File: config.mk
export PLATFORM = sky130hd
export DESIGN_NAME = f3_ibuff_dispatch_flat
export DESIGN_NICKNAME = d
export VERILOG_FILES = /design/src/rtl/f3_ibuff_dispatch_if.sv /design/src/rtl/f3_ibuff_dispatch.sv /design/src/flat_wrapper.sv
export SDC_FILE = /design/constraint.sdc
export NUM_CORES = 1
export LEC_CHECK = 0
export BUFFER_PORTS_ARGS = -buffer_cell sky130_fd_sc_hd__buf_2
export CAP_MARGIN = 20
export CORE_AREA = 10 10 226 228
export DETAILED_ROUTE_END_ITERATION = 16
export DIE_AREA = 0 0 236 238
export PLACE_DENSITY_LB_ADDON = 0.05
export SLEW_MARGIN = 10
export SYNTH_ARGS = -nofsm -noshare
export SYNTH_HDL_FRONTEND = slang
export SYNTH_SLANG_ARGS = --single-unit
File: constraint.sdc
create_clock -name clk -period 5.45 [get_ports clk]
set_input_delay 0 -clock clk [delete_from_list [all_inputs] [get_ports clk]]
set_output_delay 0 -clock clk [all_outputs]
set_load 0.02 [all_outputs]
File: src/rtl/f3_ibuff_dispatch_if.sv
// Fetch-line ingress (from f2) and instruction egress (to decode) for the f3 buffer.
// "slave" is the buffer's view; "master" drives lines and the decode ready.
interface f3_ibuff_dispatch_if #(
    parameter int XLEN    = 32,
    parameter int CL_SIZE = 128
);
    logic               line_valid;
    logic               line_ready;
    logic [CL_SIZE-1:0] line_data;
    logic [XLEN-1:0]    line_pc;
    logic               line_exc;
    logic               inst_valid;
    logic               inst_ready;
    logic [XLEN-1:0]    inst;
    logic [XLEN-1:0]    inst_pc;
    logic               inst_exc;

    modport master (
        output line_valid, line_data, line_pc, line_exc, inst_ready,
        input  line_ready, inst_valid, inst, inst_pc, inst_exc
    );

    modport slave (
        input  line_valid, line_data, line_pc, line_exc, inst_ready,
        output line_ready, inst_valid, inst, inst_pc, inst_exc
    );
endinterface

File: src/rtl/f3_ibuff_dispatch.sv
// Fetch stage 3: queues fetch lines and hands one instruction per cycle to decode.
// Exception lines collapse to a single NOP packet tagged with the exception.
module f3_ibuff_dispatch #(
    parameter int XLEN    = 32,
    parameter int CL_SIZE = 128,
    parameter int DEPTH   = 4
) (
    input  logic                     clk,
    input  logic                     rst,
    input  logic                     flush,
    f3_ibuff_dispatch_if.slave       bus,
    output logic [$clog2(DEPTH):0]   occupancy
);
    localparam int SLOTS  = CL_SIZE / XLEN;
    localparam int SLOT_W = $clog2(SLOTS);
    localparam int PTR_W  = $clog2(DEPTH);
    localparam int CNT_W  = PTR_W + 1;
    localparam logic [CNT_W-1:0] FULL = CNT_W'(DEPTH);
    localparam logic [XLEN-1:0]  NOP  = XLEN'(32'h0000_0013);

    // pc[1:0] is never stored; only the word address matters
    logic [DEPTH-1:0][SLOTS-1:0][XLEN-1:0] data_q;
    logic [DEPTH-1:0][XLEN-3:0]            pc_q;
    logic [DEPTH-1:0]                      exc_q;

    logic [PTR_W-1:0]  wptr_q, wptr_d, rptr_q, rptr_d, rptr_nxt;
    logic [CNT_W-1:0]  count_q, count_d;
    logic [SLOT_W-1:0] slot_q, slot_d;

    logic push, disp, pop, head_exc;
    logic [XLEN-3:0]  head_pc;
    logic [XLEN-1:0]  head_word;
    logic [1:0]       unused_pc_lsb;

    assign unused_pc_lsb = bus.line_pc[1:0];

    assign rptr_nxt  = rptr_q + PTR_W'(1);
    assign head_pc   = pc_q[rptr_q];
    assign head_exc  = exc_q[rptr_q];
    assign head_word = data_q[rptr_q][slot_q];

    assign bus.line_ready = (count_q < FULL);
    assign bus.inst_valid = (count_q != '0);
    assign bus.inst       = head_exc ? NOP : head_word;
    assign bus.inst_exc   = head_exc;
    assign bus.inst_pc    = {head_pc[XLEN-3:SLOT_W], slot_q, 2'b00};
    assign occupancy      = count_q;

    assign push = bus.line_valid && bus.line_ready && !flush;
    assign disp = bus.inst_valid && bus.inst_ready;
    assign pop  = disp && ((slot_q == '1) || head_exc);

    always_comb begin
        wptr_d  = wptr_q;
        rptr_d  = rptr_q;
        count_d = count_q;
        slot_d  = slot_q;
        if (push) wptr_d = wptr_q + PTR_W'(1);
        if (pop)  rptr_d = rptr_nxt;
        case ({push, pop})
            2'b10:   count_d = count_q + CNT_W'(1);
            2'b01:   count_d = count_q - CNT_W'(1);
            default: count_d = count_q;
        endcase
        // with a single entry, the next head is the line arriving this cycle (if any)
        if (pop) begin
            if (count_q > CNT_W'(1)) slot_d = pc_q[rptr_nxt][SLOT_W-1:0];
            else if (push)           slot_d = bus.line_pc[SLOT_W+1:2];
            else                     slot_d = '0;
        end else if (disp) begin
            slot_d = slot_q + SLOT_W'(1);
        end else if (push && count_q == '0) begin
            slot_d = bus.line_pc[SLOT_W+1:2];
        end
        if (flush) begin
            wptr_d  = '0;
            rptr_d  = '0;
            count_d = '0;
            slot_d  = '0;
        end
    end

    always_ff @(posedge clk or negedge rst) begin
        if (!rst) begin
            wptr_q  <= '0;
            rptr_q  <= '0;
            count_q <= '0;
            slot_q  <= '0;
        end else begin
            wptr_q  <= wptr_d;
            rptr_q  <= rptr_d;
            count_q <= count_d;
            slot_q  <= slot_d;
        end
    end

    // payload storage carries no reset; it is only observed while valid
    always_ff @(posedge clk) begin
        if (push) begin
            data_q[wptr_q] <= bus.line_data;
            pc_q[wptr_q]   <= bus.line_pc[XLEN-1:2];
            exc_q[wptr_q]  <= bus.line_exc;
        end
    end
endmodule
File: src/flat_wrapper.sv
// flat-port wrapper written by rule: the top's interface ports become plain ports
module f3_ibuff_dispatch_flat 
#(
    parameter int XLEN    = 32,
    parameter int CL_SIZE = 128,
    parameter int DEPTH   = 4
)
  (clk, rst, flush, occupancy, bus_line_valid, bus_line_data, bus_line_pc, bus_line_exc, bus_inst_ready, bus_line_ready, bus_inst_valid, bus_inst, bus_inst_pc, bus_inst_exc);
  f3_ibuff_dispatch_if #(.XLEN(XLEN), .CL_SIZE(CL_SIZE)) bus_i ();
  input  logic clk;
  input  logic rst;
  input  logic flush;
  output logic [$clog2(DEPTH):0] occupancy;
  input wire logic [$bits(bus_i.line_valid)-1:0] bus_line_valid;
  input wire logic [$bits(bus_i.line_data)-1:0] bus_line_data;
  input wire logic [$bits(bus_i.line_pc)-1:0] bus_line_pc;
  input wire logic [$bits(bus_i.line_exc)-1:0] bus_line_exc;
  input wire logic [$bits(bus_i.inst_ready)-1:0] bus_inst_ready;
  output wire logic [$bits(bus_i.line_ready)-1:0] bus_line_ready;
  output wire logic [$bits(bus_i.inst_valid)-1:0] bus_inst_valid;
  output wire logic [$bits(bus_i.inst)-1:0] bus_inst;
  output wire logic [$bits(bus_i.inst_pc)-1:0] bus_inst_pc;
  output wire logic [$bits(bus_i.inst_exc)-1:0] bus_inst_exc;
  assign bus_i.line_valid = bus_line_valid;
  assign bus_i.line_data = bus_line_data;
  assign bus_i.line_pc = bus_line_pc;
  assign bus_i.line_exc = bus_line_exc;
  assign bus_i.inst_ready = bus_inst_ready;
  assign bus_line_ready = bus_i.line_ready;
  assign bus_inst_valid = bus_i.inst_valid;
  assign bus_inst = bus_i.inst;
  assign bus_inst_pc = bus_i.inst_pc;
  assign bus_inst_exc = bus_i.inst_exc;
  f3_ibuff_dispatch #(.XLEN(XLEN), .CL_SIZE(CL_SIZE), .DEPTH(DEPTH)) u_core (.clk(clk), .rst(rst), .flush(flush), .bus(bus_i), .occupancy(occupancy));
endmodule
### Yosys cells after proc, flatten, opt, wreduce, memory -nomap -nowiden

Cells that the tools add are included.
W data, S select, Z words.

* output and inout port bits: 70
* register bits after elaboration: 645

* order comparisons: 7
* equality and inequality tests: 3
* reduce and logical (&&, ||, !) cells: 14
* mux-type cells: 32
* add/sub/neg operators: 5

Operators by type and width (number)
* $bwmux W512: 1
* $bmux W128 S2: 1
* $demux W128 S2: 1
* $mux W128: 2
* $bmux W30 S2: 2
* $bwmux W120: 1
* $bmux W32 S2: 1
* $mux W32: 2
* $demux W30 S2: 1
* $mux W30: 2
* $mux W2: 11
* $lt A2 B3 Y1 const B: 4
* $add A2 B1 Y2 const B: 3
* $logic_and A1 B1 Y1: 6
* $pmux W3 S2: 1
* $reduce_bool A3 Y1: 2
* $bwmux W4: 1
* $eq A2 B2 Y1 const B: 2
* $reduce_bool A2 Y1: 2
* $reduce_bool A4 Y1: 1
* $add A3 B1 Y3 const B: 1
* $gt A3 B1 Y1 const B: 1
* $logic_not A3 Y1: 1
* $lt A3 B3 Y1 const B: 1
* 9 further kinds: 10

### Longest topological paths before layout

* word-level depth: 8
* depth in mapped cells: 7
* depth with buffers taken out: 7

### Worst setup path before layout

OpenSTA, ideal clock, no wires.

* kind: register -> register
* start: register u_core.count_q[2] (netlist: u_core.occupancy[2])
* end: register u_core.data_q[128] (netlist name) (enable)
* cell stages (with the launch flop): 3
* clock period less this slack: 5.147 ns
* arrival time: 4.610 ns
* setup slack: 0.303 ns
* buffers on the path: 0
* cells stage by stage: dfrtp_1 -> nor3b_1 -> and2_1

* word-level cells in the longest chain between the ends: 3

RTL lines
* start, declared: RTL line f3_ibuff_dispatch.sv:27 `logic [CNT_W-1:0] count_q, count_d;`
* start signal, assigned: RTL line f3_ibuff_dispatch.sv:92 `count_q <= count_d;`
* $lt A3 B3 Y1: RTL line f3_ibuff_dispatch.sv:42 `assign bus.line_ready = (count_q < FULL);`
* $logic_and A1 B1 Y1 (2 in a row): RTL line f3_ibuff_dispatch.sv:49 `assign push = bus.line_valid && bus.line_ready && !flush;`
* end signal, assigned by index: RTL line f3_ibuff_dispatch.sv:100 `data_q[wptr_q] <= bus.line_data;`
* end, declared: RTL line f3_ibuff_dispatch.sv:22 `logic [DEPTH-1:0][SLOTS-1:0][XLEN-1:0] data_q;`

Every way passes these cells.
A chain may end at the register's enable or synchronous reset.

### Worst setup path in the final report

* start: register u_core.rptr_q[1]
* end: output bus_inst[20]

* word-level cells in the longest chain between the ends: 5

RTL lines
* start, declared: RTL line f3_ibuff_dispatch.sv:26 `logic [PTR_W-1:0] wptr_q, wptr_d, rptr_q, rptr_d, rptr_nxt;`
* start signal, assigned: RTL line f3_ibuff_dispatch.sv:91 `rptr_q <= rptr_d;`
* $bmux W128 S2: RTL line f3_ibuff_dispatch.sv:40 `assign head_word = data_q[rptr_q][slot_q];`
* $mux W128 (implied by the code): RTL line f3_ibuff_dispatch.sv:40
* $bmux W32 S2: RTL line f3_ibuff_dispatch.sv:40
* $mux W32 (implied by the code): RTL line f3_ibuff_dispatch.sv:40
* $mux W32 *: RTL line f3_ibuff_dispatch.sv:44 `assign bus.inst = head_exc ? NOP : head_word;`
* end, declared: RTL line flat_wrapper.sv:21 `output wire logic [$bits(bus_i.inst)-1:0] bus_inst;`

Every way passes the cells marked *; elsewhere a longest branch is shown, timed or not. The select of a mux whose other input is x is not followed.

==> flow_metrics.py <==
metrics = {
    "status": {
        "status": "finished, final reports clean",
    },
    "power": {
        "swShare_pct": 24.6,
        "p_seq_share_pct": 47.2,
        "power_density_nw_per_um2": 408,
        "p_leak_nw": 9.95,
        "p_clk_share_pct": 36.8,
        "power_switching_mw": 3.03,
        "intPower_mw": 9.26,
        "p_total_mw": 12.3,
        "power_frac_comb_pct": 16.0,
        "ir_drop_uv": 303,
    },
    "clocking": {
        "post_cts_buffers": 0,
        "cts_tree": "yes",
        "ctsHoldBuffers": 165,
        "cts-root-buf": "clkbuf_16",
        "cts_buffer_depth": 3,
        "cts_buffers": 67,
        "path_clk_slew_ns": 0.06,
        "cts_max_level": 3,
        "cts_resized": 0,
        "clock_latency_ns": 0.58,
        "cts_sinks": 645,
    },
    "die": {
        "die_x_um": 236,
        "rows": 79,
        "top_level_ports": 236,
        "die_h_um": 238,
        "initial_utilization_pct": 52.6,
        "core-area_um2": 46400,
        "fp.dieArea_um2": 56200,
    },
    "yosys": {
        "syn-cell-area_um2": 24400,
        "ys_ff_latch": 645,
        "syn_area_per_cell_um2": 23.4,
        "synth_warnings": 0,
        "synth_area_leaders": "edfxtp_1 (78%), mux4_2 (15%), a22oi_1 (1.9%)",
        "yosysSeqAreaShare_pct": 79.2,
        "yosys.area.top_type": "edfxtp_1",
        "synthCells": 1042,
        "synthArstFlopShare_pct": 1.40,
        "ys.flop_type": "edfxtp_1",
        "synth.distinct_cells": 37,
        "yosysTopAreaCellShare_pct": 78.3,
        "synth_edf_count": 636,
    },
    "grt": {
        "grt_max_degree": 99,
        "grt_pass1_wl_um": 80800,
        "antenna_found_initial": 2,
        "grt_pass1_vias": 13198,
        "grtUsageTotal_pct": 18.9,
        "grt_overflow": 0,
    },
    "worst_setup_path": {
        "cp_data_required_time_ns": 5.45,
        "critPathArrivalTime_ns": 3.57,
        "cpPeakStageDelay_ns": 0.82,
        "cpMaxStageDelayCell": "dfrtp_4",
        "startpoint_type": "flip-flop",
        "crit_fanout": 61,
        "endpoint_kind": "output port",
        "path_cells": "buf_4 -> mux4_2 -> a22oi_1 -> a21oi_1 -> buf_2",
        "path_class": "flip-flop to output port",
    },
    "finish": {
        "drive_above_1_share_pct": 33.9,
        "syn2layout_area_growth_pct": 23.5,
        "final_cell_count_no_fill": 2126,
        "layout.cells.most_common": "edfxtp_1",
        "final_nets": 1644,
        "most-common-layout-cells": "edfxtp_1 (636), buf_2 (231), dlygate4sd3_1 (165)",
        "fillers": 3162,
        "design_area_um2": 30100,
    },
    "drt": {
        "vias": 11894,
        "vias_per_cell": 5.59,
        "avgRoutedWirePerCell_um": 24.8,
        "drt_iter0_markers": 767,
        "drc": 0,
        "postRouteAntennaNets": 0,
        "drtPass1Iterations": 4,
        "routed_wl_um": 52700,
    },
    "placed_design": {
        "place_area_um2": 26300,
        "dpl.cell_count": 1841,
        "place.gp.congestion": 0.736,
        "dpl.hpwl_um": 30400,
        "io_buffers": 231,
    },
    "sta": {
        "finalCritPeriodShare_pct": 65.4,
        "tns_ns": 0,
        "drv_slew": 0,
        "fin_worst_skew_ns": 0.0134,
        "slew-limit-headroom_pct": 34.6,
        "whs_ns": 0.169,
        "fmax_mhz": 280,
        "timing.final.hold_violations": 0,
        "finalSetupViolations": 0,
        "tightest_slew_ns": 0.980,
        "fin_crit_ns": 3.57,
        "rsz0062_at_grt": "no",
    },
    "min_path": {
        "min_path_type": "input pin to flip-flop",
    },
    "run": {
        "drv_cap": 0,
    },
}
-- synthesized netlist by cell type, drive strengths merged, types with 2 or more instances --
library cell and n:
mux2i 4, dfrtp 9, o21ai 4, inv 7
ha 9, nor2b 6, clkbuf 24, buf 34
nor2 10, xnor2 2, nor3b 2, mux4 158
a311oi 2, edfxtp 636, a31oi 2, nand4 3
and2 5, a21oi 36, and3b 2, nand3 7
a22oi 62, nand2 5, a31o 3
-- final timing paths --
path	endpoint	slack, ns	cells past startpoint	start
max	bus_inst[20]	1.88	5	u_core.rptr_q[1]
max in group asynchronous	u_core.rptr_q[1]	4.66	3	rst
min reg2reg	u_core.wptr_q[0]	0.62	2	u_core.wptr_q[0]
max reg2reg	u_core.rptr_q[0]	2.29	6	u_core.rptr_q[0]
min in group asynchronous	u_core.occupancy[2]	0.45	3	rst
min	u_core.data_q[481]	0.17	2	bus_line_data[97]
-- layout make-up --
cell class                      instances  area, um2  area share (%)
Clock buffer                           79       1810            5.99
Timing Repair Buffer                  415       3050            10.1
Clock inverter                         38        384            1.27
Antenna cell                            2       5.00          0.0166
Inverter                                7       26.3          0.0872
Multi-Input combinational cell        333       4790            15.9
Tap cell                              607        759            2.52
Sequential cell                       645      19300            64.1
-- logic make-up after synthesis --
family	share of synthesized area, %
compound gates	3.18
flops	79.2
mux	14.8
simple gates	0.913
fa+ha+maj	0.461
other cells	0.0154
xor+xnor	0.0718
buf+inv	1.37
-- layer usage --
metal  global-route usage [%]  wire, um  vias to the layer above
met3                     4.32      2720                       64
met1                     24.5     21800                     6228
met4                     5.57       920                        4
li1                         -         -                     5334
met5                        0        14                        -
met2                     31.6     27300                      264
-- sequential cells by signal (all words and copies together), names as in the netlist --
signal	flops
u_core.data_q	512
u_core.pc_q	120
u_core.exc_q	4
u_core.occupancy	3
u_core.rptr_q	2
u_core.slot_q	2
u_core.wptr_q	2
-- stage by stage --
step | setup WS, ns | util, %
2_1_floorplan | 0.303 | -
3_3_place_gp | 2.27 | 56.6
3_5_place_dp | 2.32 | 56.7
4_1_cts | 1.67 | 65.0
5_1_grt | 1.68 | 65.0
6_report | 1.88 | 65.0
-- power by group through the flow --
stage | Combinational (mW) | Clock [mW] | Sequential (mW)
finish | 1.97 | 4.52 | 5.80
floorplan | 1.24 | 0 | 5.89
CTS | 2.01 | 4.64 | 5.81
global route | 2.12 | 4.84 | 5.83
global placement | 1.88 | 0 | 5.90
detailed placement | 1.90 | 0 | 5.91
-- worst max-delay path, delay by kind of cell, from the launching register on --
kind	cells	cell delay, ns
compound gates	2	0.69
buf+inv	2	1.00
flops	1	0.82
mux	1	0.42
Power figures use the tool's default switching activity.
